$ cat src/rtl/ux607_sram_icb_fillchk.sv
// SRAM fill/check engine over an ICB initiator port: writes word_cnt words of a
// constant or incrementing pattern, then optionally reads them back and compares.
module ux607_sram_icb_fillchk #(
  parameter int DW     = 32,
  parameter int MW     = 4,
  parameter int AW     = 32,
  parameter int USR_W  = 3,
  parameter int CNT_W  = 16,
  parameter int OUTS_N = 2
) (
  input  logic              clk,
  input  logic              rst_n,
  input  logic              start,
  input  logic              chk_en,
  input  logic              inc_en,
  input  logic [AW-1:0]     base_addr,
  input  logic [CNT_W-1:0]  word_cnt,
  input  logic [DW-1:0]     pattern,
  output logic              busy,
  output logic              done,
  output logic              err,
  output logic [AW-1:0]     err_addr,
  output logic [2:0]        state_dbg,
  output logic              o_icb_cmd_valid,
  input  logic              o_icb_cmd_ready,
  output logic              o_icb_cmd_read,
  output logic [AW-1:0]     o_icb_cmd_addr,
  output logic [DW-1:0]     o_icb_cmd_wdata,
  output logic [MW-1:0]     o_icb_cmd_wmask,
  output logic [USR_W-1:0]  o_icb_cmd_usr,
  input  logic              o_icb_rsp_valid,
  output logic              o_icb_rsp_ready,
  input  logic [DW-1:0]     o_icb_rsp_rdata,
  input  logic [USR_W-1:0]  o_icb_rsp_usr
);

  localparam int OW = $clog2(OUTS_N + 1);
  localparam logic [AW-1:0] STRIDE = AW'(MW);

  typedef enum logic [2:0] {IDLE, WR, WDRAIN, RD, RDRAIN, DONE} state_t;

  // Handshakes: a command transfers on a clock edge where o_icb_cmd_valid and
  // o_icb_cmd_ready are both 1; a response transfers where o_icb_rsp_valid and
  // o_icb_rsp_ready are both 1. Once valid rises, the command fields stay put
  // until the transfer happens.

  state_t            state, state_nxt;
  logic              chk_q, inc_q;
  logic [AW-1:0]     base_q;
  logic [CNT_W-1:0]  cnt_q;
  logic [DW-1:0]     pat_q;
  logic [CNT_W-1:0]  idx;
  logic [CNT_W-1:0]  ridx;
  logic [OW-1:0]     outs;

  logic              cmd_hs, rsp_hs, last_cmd, enter_rd, accept;
  logic [DW-1:0]     cmd_data, exp_data;
  logic [AW-1:0]     rsp_addr;
  logic              unused_rsp_usr;

  assign unused_rsp_usr = ^o_icb_rsp_usr;

  assign o_icb_cmd_valid = (state == WR || state == RD) && (idx < cnt_q) && (outs < OW'(OUTS_N));
  assign o_icb_rsp_ready = (state != IDLE);
  assign cmd_hs   = o_icb_cmd_valid && o_icb_cmd_ready;
  assign rsp_hs   = o_icb_rsp_valid && o_icb_rsp_ready;
  assign last_cmd = cmd_hs && ((idx + CNT_W'(1)) == cnt_q);
  assign enter_rd = (state == WDRAIN) && (outs == '0) && chk_q;
  assign accept   = (state == IDLE) && start;

  assign cmd_data = inc_q ? (pat_q + DW'(idx)) : pat_q;
  assign exp_data = inc_q ? (pat_q + DW'(ridx)) : pat_q;
  assign rsp_addr = base_q + AW'(ridx) * STRIDE;

  // Fields are forced to zero whenever no command is offered so idle/reset look clean.
  assign o_icb_cmd_read  = o_icb_cmd_valid && (state == RD);
  assign o_icb_cmd_addr  = o_icb_cmd_valid ? (base_q + AW'(idx) * STRIDE) : '0;
  assign o_icb_cmd_wdata = (o_icb_cmd_valid && state == WR) ? cmd_data : '0;
  assign o_icb_cmd_wmask = o_icb_cmd_valid ? '1 : '0;
  assign o_icb_cmd_usr   = '0;

  assign busy      = (state != IDLE);
  assign done      = (state == DONE);
  assign state_dbg = state;

  always_comb begin
    state_nxt = state;
    case (state)
      IDLE:    if (start) state_nxt = (word_cnt != '0) ? WR : DONE;
      WR:      if (last_cmd) state_nxt = WDRAIN;
      WDRAIN:  if (outs == '0) state_nxt = chk_q ? RD : DONE;
      RD:      if (last_cmd) state_nxt = RDRAIN;
      RDRAIN:  if (outs == '0) state_nxt = DONE;
      DONE:    state_nxt = IDLE;
      default: state_nxt = IDLE;
    endcase
  end

  always_ff @(posedge clk or negedge rst_n) begin
    if (!rst_n) begin
      state    <= IDLE;
      chk_q    <= 1'b0;
      inc_q    <= 1'b0;
      base_q   <= '0;
      cnt_q    <= '0;
      pat_q    <= '0;
      idx      <= '0;
      ridx     <= '0;
      outs     <= '0;
      err      <= 1'b0;
      err_addr <= '0;
    end else begin
      state <= state_nxt;
      if (accept) begin
        chk_q    <= chk_en;
        inc_q    <= inc_en;
        base_q   <= base_addr;
        cnt_q    <= word_cnt;
        pat_q    <= pattern;
        idx      <= '0;
        ridx     <= '0;
        err      <= 1'b0;
        err_addr <= '0;
      end else begin
        if (enter_rd) idx <= '0;
        else if (cmd_hs) idx <= idx + CNT_W'(1);
        // Responses return in issue order, so the response counter names the word.
        if (enter_rd) begin
          ridx <= '0;
        end else if (rsp_hs && (state == RD || state == RDRAIN)) begin
          ridx <= ridx + CNT_W'(1);
          if (o_icb_rsp_rdata != exp_data) begin
            err <= 1'b1;
            if (!err) err_addr <= rsp_addr;
          end
        end
      end
      if (cmd_hs && !rsp_hs) outs <= outs + OW'(1);
      else if (!cmd_hs && rsp_hs && outs != '0) outs <= outs - OW'(1);
    end
  end

endmodule
$ cat config.mk
export PLATFORM = sky130hd
export DESIGN_NAME = ux607_sram_icb_fillchk
export DESIGN_NICKNAME = d
export VERILOG_FILES = /design/src/rtl/ux607_sram_icb_fillchk.sv
export SDC_FILE = /design/constraint.sdc
export NUM_CORES = 1
export LEC_CHECK = 0
export BUFFER_PORTS_ARGS = -buffer_cell sky130_fd_sc_hd__buf_2
export CELL_PAD_IN_SITES_DETAIL_PLACEMENT = 1
export CELL_PAD_IN_SITES_GLOBAL_PLACEMENT = 1
export CORE_ASPECT_RATIO = 0.9
export CORE_MARGIN = 5
export CORE_UTILIZATION = 40
export CTS_CLUSTER_SIZE = 25
export DETAILED_ROUTE_END_ITERATION = 12
export GPL_TIMING_DRIVEN = 1
export PLACE_DENSITY = 0.84
export SYNTH_ARGS = -nofsm -noshare
export SYNTH_HDL_FRONTEND = slang
export SYNTH_SLANG_ARGS = --single-unit
$ cat constraint.sdc
create_clock -name clk -period 5.7 [get_ports clk]
set_input_delay 0.855 -clock clk [delete_from_list [all_inputs] [get_ports clk]]
set_output_delay 0.855 -clock clk [all_outputs]
set_load 0.02 [all_outputs]
==> results of run 1 <==
cells by family (layout without fill, tap and decap cells):
family	count (synthesis)	in the layout	share of synthesized area
flip-flops	152	152	0.297
AO/OA/AOI/OAI	288	288	0.153
XOR/XNOR	150	150	0.103
buffers and inverters	112	321	0.0462
multiplexers	129	129	0.109
AND/OR/NAND/NOR	512	512	0.204
adder cells (fa/ha/maj)	86	86	0.0864
other	1	7	0.000293
how the worst max path moves through the flow:
stage / from / endpoint / slack, ns
floorplan: idx[1]$_DFFE_PN0P_ / o_icb_cmd_wdata[27] / 1.57
global placement: idx[0]$_DFFE_PN0P_ / o_icb_cmd_addr[28] / 1.06
detailed placement: idx[0]$_DFFE_PN0P_ / o_icb_cmd_addr[28] / 0.91
CTS: idx[0]$_DFFE_PN0P_ / o_icb_cmd_addr[28] / 0.36
global route: idx[0]$_DFFE_PN0P_ / o_icb_cmd_addr[28] / 0.04
finish: idx[0]$_DFFE_PN0P_ / o_icb_cmd_addr[28] / 0.16
worst max-delay path: stages (launching register included):
cell,delay [ns]
dfrtp_1,0.48
ha_1,0.26
fa_1,0.42
a21oi_1,0.16
o21bai_1,0.14
a2111oi_0,1.05
o31a_1,0.30
a21oi_1,0.15
a2111o_1,0.43
o2111ai_1,0.26
o21ai_0,0.17
a21oi_1,0.20
buf_2,0.20
stage by stage:
step	total power, mW	cell area [um^2]	util	setup WS, ns	hold WS, ns
after floorplan	2.47	12800	-	1.57	0.479
after global placement	2.98	14200	0.446	1.06	0.491
after detailed placement	3.06	14200	0.446	0.907	0.496
after CTS	4.40	14800	0.467	0.356	0.439
after global routing	4.61	14800	0.467	0.0379	0.449
final	4.37	14800	0.468	0.159	0.396
placed cells by master (no fill, tap or decap), drive strengths merged, types with 23 or more instances in the layout:
master / synthesis / routed
inv: 50 / 50
a21oi: 74 / 74
ha: 82 / 82
nand4: 27 / 27
xnor2: 78 / 78
mux2: 83 / 83
nand2b: 23 / 23
nor2: 122 / 122
o21ai: 70 / 70
nand2: 117 / 117
mux2i: 46 / 46
nor3: 37 / 37
dfrtp: 152 / 152
buf: 24 / 239
xor2: 72 / 72
nand3: 51 / 51
final cells by class:
cell class	instances	area, um^2
fillers	3790	16900
multi-input cells	1168	8410
flip-flops and latches	152	3800
repair buffers	239	1230
well taps	416	520
clock buffers	20	447
clock inverters	12	223
inverters	50	188
diodes	4	10.0
metal layers:
| metal | GRT usage | vias up | wire length, um |
|---|---|---|---|
| li1 | - | 5579 | - |
| met1 | 0.320 | 5849 | 19400 |
| met2 | 0.404 | 336 | 20900 |
| met3 | 0.0384 | 65 | 2110 |
| met4 | 0.0700 | 0 | 1040 |
| met5 | 0 | - | 0 |
registers in the layout, summed over array words and instances, names as in the netlist:
signal and flops:
pat_q 32, err_addr 32, idx 16, err 1, outs 2, base_q 32, ridx 16, cnt_q 16
inc_q 1, state_dbg 3, chk_q 1
power breakdown:
part           leakage, nW  switching (mW)  internal, mW
logic                 4.79            1.00         0.607
clock network        0.320           0.488         0.833
registers             1.97           0.216          1.22
total                 7.09            1.71          2.66
==> flow_summary.toml, run 1 <==
[outcome]
outcome = "finished, final reports clean"

[critical_path]
worst_ep_arrival_time_ns = 4.69
rr_worst_depth = 13
worst_setup_path_end_kind = "primary output"
critPathLaunchType = "register"
crit_fanout = 8
regToRegSetupSlack_ns = 0.91
cp.required_ns = 4.85
timing.rr.end = "err_addr[9]$_DFFE_PN0P_"
reg2reg_from = "pat_q[0]$_DFFE_PN0P_"
worst-setup-path-type = "reg -> out"

[clock_network]
htreeDepth = 4
cts_resized = 0
clock-sinks = 152
clk_path_buf_depth = 2
hold_buffers = 0
clkTransAtPathRegs_ns = 0.07
cts_made_buffers = 17
clk_latency_ns = 0.45
cts-root-buf = "clkbuf_16"
postCtsSetupBuffers = 0
cts_tree = "built"

[power]
p_per_area_mw_per_mm2 = 294
p_leak_nw = 7.09
ir_drop_mv = 0.218

[global_route]
grt_max_degree = 76
grt_pass1_wl_um = 69200
grt_pass1_vias = 12416
grt-ovfl-total = 0
antenna_found_initial = 3
grt_use_total = 0.240

[floorplanning]
core.rowCount = 62
start_util = 0.403
die_h_um = 180
dieArea_mm2 = 0.0357
die_x_um = 199
core_area_mm2 = 0.0317
ios = 234

[timing]
period_needed_ns = 5.54
grt_setup_unrepaired = "false"
finClkSkew_ns = 0.0152
setup_violations = 0
relSlewSlack = 0.178
fin_tns_setup_ns = 0
tightest_slew_ns = 1.23
min_period_over_period = 0.972
fmax_mhz = 180
maxSlewViolCount = 0
finalHoldViolCount = 0

[run]
drv_cap = 0

[drt]
vias_per_cell = 5.74
routedWlPerCell_um = 21.1
drtIter0Drc = 708
drtPass1Iterations = 5
ant_nets = 0
num_vias = 11829
totalWireLength_um = 43500
drc = 0

[synthesis]
netlist.area_leader.share = 0.297
netlist_instances = 1430
syn_area_mm2 = 0.0128
synth_commonest_cells = "dfrtp_1, nor2_1, nand2_1"
yosysTopAreaCell = "dfrtp_1"
synth-seq-cells = 152
async_reset_ff_frac = 1.00
synth_edf_count = 0
synth_top_cells_by_area = "dfrtp_1, ha_1, mux2_2"
synthDistinctLibCells = 91
ys.warnings.count = 0
yosysSeqAreaShare = 0.297
ys.flop_type = "dfrtp_1"
yosysMostFrequentCell = "dfrtp_1"
synth.avg_cell_area_um2 = 8.95

[final_layout]
fin_cells = 2061
fin_nets = 1836
drive_above_1_share = 0.244
area_growth_pct = 15.9

[placed_design]
gp_congestion = 0.935
dp_hpwl_um = 33800
port-buffer-count = 227
numPlacedInstances = 2025

[worst_hold_path]
holdCritPathClass = "in -> async"
No activity file was read; power rests on OpenSTA's default activity.
==> inputs of run 2 (changes only) <==
Settings changed: CORE_MARGIN 5 to 2, CORE_UTILIZATION 40 to 47, PLACE_DENSITY 0.84 to 0.95.
==> run 2 against run 1 <==
  * Clock power is 6% lower
  * Critical endpoint is now o_icb_cmd_addr[26]
  * First-iteration DRC count is 57% higher
  * Utilization is 7.9 points higher
==> flow_summary.toml, run 2 (synthesis results as in run 1) <==
[global_route]
grt_pass1_vias = 13375
grt-ovfl-total = 0
grt_max_degree = 102
grt_pass1_wl_um = 73200
antenna_found_initial = 6
grt_use_total = 0.327

[clock_network]
clk_path_buf_depth = 2
cts-root-buf = "clkbuf_16"
clk_latency_ns = 0.45
cts_resized = 0
cts_made_buffers = 17
cts_tree = "built"
hold_buffers = 0
htreeDepth = 4
postCtsSetupBuffers = 0
clkTransAtPathRegs_ns = 0.07
clock-sinks = 152

[floorplanning]
die_h_um = 161
core_area_mm2 = 0.0269
dieArea_mm2 = 0.0286
core.rowCount = 57
ios = 234
die_x_um = 178
start_util = 0.476

[critical_path]
rr_worst_depth = 13
worst_ep_arrival_time_ns = 4.54
crit_family = "compound AO/OA/AOI/OAI gates"
cp.required_ns = 4.85
path_depth = 13
cpMaxStageDelayCell = "a2111oi_0"
worstPathCellList = "ha_1 -> fa_1 -> a21oi_1 -> o21bai_1 -> a2111oi_0 -> o31a_1 -> a21oi_1 -> a2111o_1 -> o211ai_1 -> nor2_1 -> xnor2_1 -> nor2_1 -> buf_2"
worst_setup_path_end_kind = "primary output"
slowest_delay_ns = 0.73
critPathLaunchType = "register"
worstPathBufferInverterCount = 1
crit_fanout = 8
worst-setup-path-type = "reg -> out"

[timing]
maxSlewViolCount = 0
fin_tns_setup_ns = 0
worst_slack_ns = 0.305
setup_violations = 0
whs_ns = 0.522
min_period_over_period = 0.946
fmax_mhz = 185
relSlewSlack = 0.166
tightest_slew_ns = 1.24
finalHoldViolCount = 0
period_needed_ns = 5.39
grt_setup_unrepaired = "false"
finClkSkew_ns = 0.0164

[placed_design]
dp_hpwl_um = 33900
gp_congestion = 0.925
port-buffer-count = 227
dpl_cell_area_mm2 = 0.0141
pre_cts_ws_ns = 0.959

[drt]
drtIter0Drc = 1113
drc = 0
vias_per_cell = 6.24
totalWireLength_um = 46700
routedWlPerCell_um = 23.3
num_vias = 12487
drtPass1Iterations = 7
ant_nets = 0

[power]
ir_drop_mv = 0.219
total_power_mw = 4.33
p_leak_nw = 7.07
p_per_area_mw_per_mm2 = 295

[final_layout]
top_regs = "base_q (32), err_addr (32), pat_q (32)"
fin_nets = 1834
fin_area_mm2 = 0.0147
area_growth_pct = 14.8
layout_commonest_cell = "buf_2"
drive_above_1_share = 0.243
mostFrequentLayoutCells = "buf_2, dfrtp_1, nor2_1"

[worst_hold_path]
whs_path_depth = 2
holdCritPathClass = "reg -> reg"

[run]
drv_cap = 0

[outcome]
outcome = "finished, final reports clean"
[run 2: metrics by stage]
stage           util  instances
2_1_floorplan      -       1432
3_3_place_gp   0.523       1961
3_5_place_dp   0.523       1961
4_1_cts        0.546       1993
5_1_grt        0.546       2001
6_report       0.546       2001
[run 2: cell type report]
cell class / instances / area [um^2]
clock buffers: 18 / 429
flip-flops and latches: 152 / 3800
diodes: 8 / 20.0
well taps: 354 / 443
repair buffers: 237 / 1220
fillers: 3199 / 12200
clock inverters: 14 / 181
inverters: 50 / 188
multi-input cells: 1168 / 8410
[run 2: worst reg2reg max path, delay by kind of cell (launching register included)]
kind | cells | cell delay [ns]
AOI/OAI and AO/OA | 6 | 1.94
adders and majority gates | 2 | 0.76
and+or+nand+nor | 3 | 0.58
buffers and inverters | 1 | 0.52
DFF | 1 | 0.50
muxes | 1 | 0.30
[run 2: path summary, 6_finish.rpt]
kind	from	end	slack [ns]
setup reg to reg	pat_q[0]$_DFFE_PN0P_	err_addr[30]$_DFFE_PN0P_	0.99
hold / removal	err_addr[18]$_DFFE_PN0P_	err_addr[18]$_DFFE_PN0P_	0.52
max in group asynchronous	rst_n	cnt_q[10]$_DFFE_PN0P_	3.81
setup / recovery	idx[0]$_DFFE_PN0P_	o_icb_cmd_addr[26]	0.31
hold reg to reg	err_addr[18]$_DFFE_PN0P_	err_addr[18]$_DFFE_PN0P_	0.52
min in group asynchronous	rst_n	pat_q[21]$_DFFE_PN0P_	0.56
[run 2: routing by layer]
layer  routed length (um)  global-route usage  up-vias
met5                    0                   0        -
met4                 2050               0.161        0
met3                 2740              0.0554      149
met2                22900               0.554      571
met1                19000               0.403     6213
li1                     -                   -     5554
[run 2: report_power, final]
part / total (mW) / switching [mW] / internal (mW)
sequential: 1.44 / 0.225 / 1.22
clock: 1.24 / 0.515 / 0.730
combinational: 1.65 / 1.04 / 0.610
==> inputs of run 3 (changes only) <==
Settings changed: CTS_CLUSTER_SIZE 25 to 12, PLACE_DENSITY 0.95 to unset, PLACE_DENSITY_LB_ADDON set to 0.1.
==> run 3 against run 2 <==
  * Sequential cell count did not move
  * Non-clock buffer count rose by 1
  * Global-route usage fell by 3.7 points
  * Register-to-register slack got worse by 0.09 ns
  * Cell area fell by 0.29%
  * Via count fell by 6.7%
  * Clock-buffer cell count rose by 1
  * Clock power fell by 7%
  * Routed wire length fell by 12%
  * Clock skew fell by 0.0076 ns
==> flow_summary.toml, run 3 (synthesis results as in run 1) <==
[timing]
finClkSkew_ns = 0.00882
maxSlewViolCount = 0
min_period_over_period = 0.917
setup_violations = 0
grt_setup_unrepaired = "false"
finalHoldViolCount = 0
period_needed_ns = 5.22
tightest_slew_ns = 1.19
fin_tns_setup_ns = 0
fmax_mhz = 191
relSlewSlack = 0.204

[clock_network]
clk_latency_ns = 0.45
cts-root-buf = "clkbuf_16"
hold_buffers = 0
cts_made_buffers = 17
clock-sinks = 152
htreeDepth = 4
cts_resized = 0
clk_path_buf_depth = 2
cts_tree = "built"
postCtsSetupBuffers = 0
clkTransAtPathRegs_ns = 0.06

[final_layout]
top_regs = "base_q (32), err_addr (32), pat_q (32)"
multiInputGateArea_mm2 = 0.00841
fin_nets = 1835
mostFrequentLayoutCells = "buf_2, dfrtp_1, nor2_1"
area_growth_pct = 14.5
layout_commonest_cell = "buf_2"
fillCellCount = 3236
final_util = 0.545
n_antenna_cell = 0
drive_above_1_share = 0.243
ff_latch_area_mm2 = 0.00380

[global_route]
grt-ovfl-total = 0
grt_max_degree = 78
grt_use_total = 0.290
grt_pass1_vias = 11768
grt_pass1_wl_um = 65000
antenna_found_initial = 0

[drt]
routedWlPerCell_um = 20.5
drtPass1Iterations = 5
ant_nets = 0
drtIter0Drc = 815
vias_per_cell = 5.85
totalWireLength_um = 40900
num_vias = 11648
drc = 0

[floorplanning]
die_x_um = 178
die_h_um = 161
ios = 234
core_area_mm2 = 0.0269
core.rowCount = 57
dieArea_mm2 = 0.0286
start_util = 0.476

[critical_path]
worst_setup_path_end_kind = "primary output"
critPathLaunchType = "register"
cp.required_ns = 4.85
worst-setup-path-type = "reg -> out"
cp_common_cell = "a21o_1"
worstPathCellList = "ha_1 -> a21o_1 -> a21o_1 -> a2111o_1 -> nand2_1 -> o2111ai_1 -> a41o_1 -> a2111oi_2 -> nor3_1 -> xnor2_1 -> nor2_1 -> buf_2"
worst_ep_arrival_time_ns = 4.37
slowest_delay_ns = 0.88
crit_fanout = 9
cpMaxStageDelayCell = "a2111oi_2"

[power]
ir_drop_mv = 0.228
p_per_area_mw_per_mm2 = 285
p_leak_nw = 7.05

[outcome]
outcome = "finished, final reports clean"

[worst_hold_path]
holdCritPathClass = "in -> async"

[placed_design]
gp_congestion = 0.876
dp_hpwl_um = 31200
port-buffer-count = 227

[run]
drv_cap = 0
## run 3: cell types whose count changed in the layout (fill, tap and decap cells not counted)
cell,before,now
inv_6,0,2
diode_2,8,0
bufinv_16,4,2
clkinvlp_4,0,2
buf_12,0,1
clkinv_2,7,3
clkinv_4,3,2
clkbuf_8,0,1
## run 3: metal layers
metal / global-route usage / vias up / part of all wire
met3: 0.0346 / 42 / 0.040
met5: 0 / - / 0
met4: 0.0700 / 0 / 0.016
li1: - / 5558 / -
met1: 0.409 / 5759 / 0.47
met2: 0.474 / 289 / 0.47
## run 3: worst paths after layout
| kind | start | endpoint | cells after the start | slack [ns] |
|---|---|---|---|---|
| max | idx[1]$_DFFE_PN0P_ | o_icb_cmd_wdata[23] | 12 | 0.48 |
| min reg2reg | base_q[0]$_DFFE_PN0P_ | base_q[0]$_DFFE_PN0P_ | 1 | 0.51 |
| min | rst_n | pat_q[20]$_DFFE_PN0P_ | 1 | 0.35 |
| max reg2reg | pat_q[0]$_DFFE_PN0P_ | err_addr[25]$_DFFE_PN0P_ | 13 | 0.90 |
| min in group clk | base_q[0]$_DFFE_PN0P_ | base_q[0]$_DFFE_PN0P_ | 1 | 0.51 |
| max in group asynchronous | rst_n | cnt_q[12]$_DFFE_PN0P_ | 2 | 4.09 |
## run 3: report_power, final
group / internal, mW / switching [mW] / total, mW
clock: 0.653 / 0.501 / 1.15
combinational: 0.604 / 0.982 / 1.59
sequential: 1.22 / 0.215 / 1.43
## run 3: stage by stage
step	area, um^2	setup WS, ns	instances	hold WS, ns	power, mW
2_1_floorplan	12800	1.57	1432	0.479	2.47
3_3_place_gp	14100	1.08	1962	0.487	2.97
3_5_place_dp	14100	0.949	1962	0.494	3.02
4_1_cts	14600	0.503	1992	0.363	4.19
5_1_grt	14600	0.201	1992	0.390	4.40
6_report	14600	0.475	1992	0.354	4.17
## run 3: area by class of cell
type,count,area share
clock buffer,19,0.0302
clock inverter,11,0.00854
inverter,50,0.0128
multi-input combinational,1168,0.574
sequential,152,0.260
tap,354,0.0302
timing repair buffer,238,0.0845
## run 3: critical path: cells and delay by family (launching register included)
kind,cells,cell delay [ns]
adders and majority gates,1,0.31
DFF,1,0.54
and+or+nand+nor,3,0.43
xor gates and xnor gates,1,0.17
buffers and inverters,1,0.18
AOI/OAI and AO/OA,6,2.30
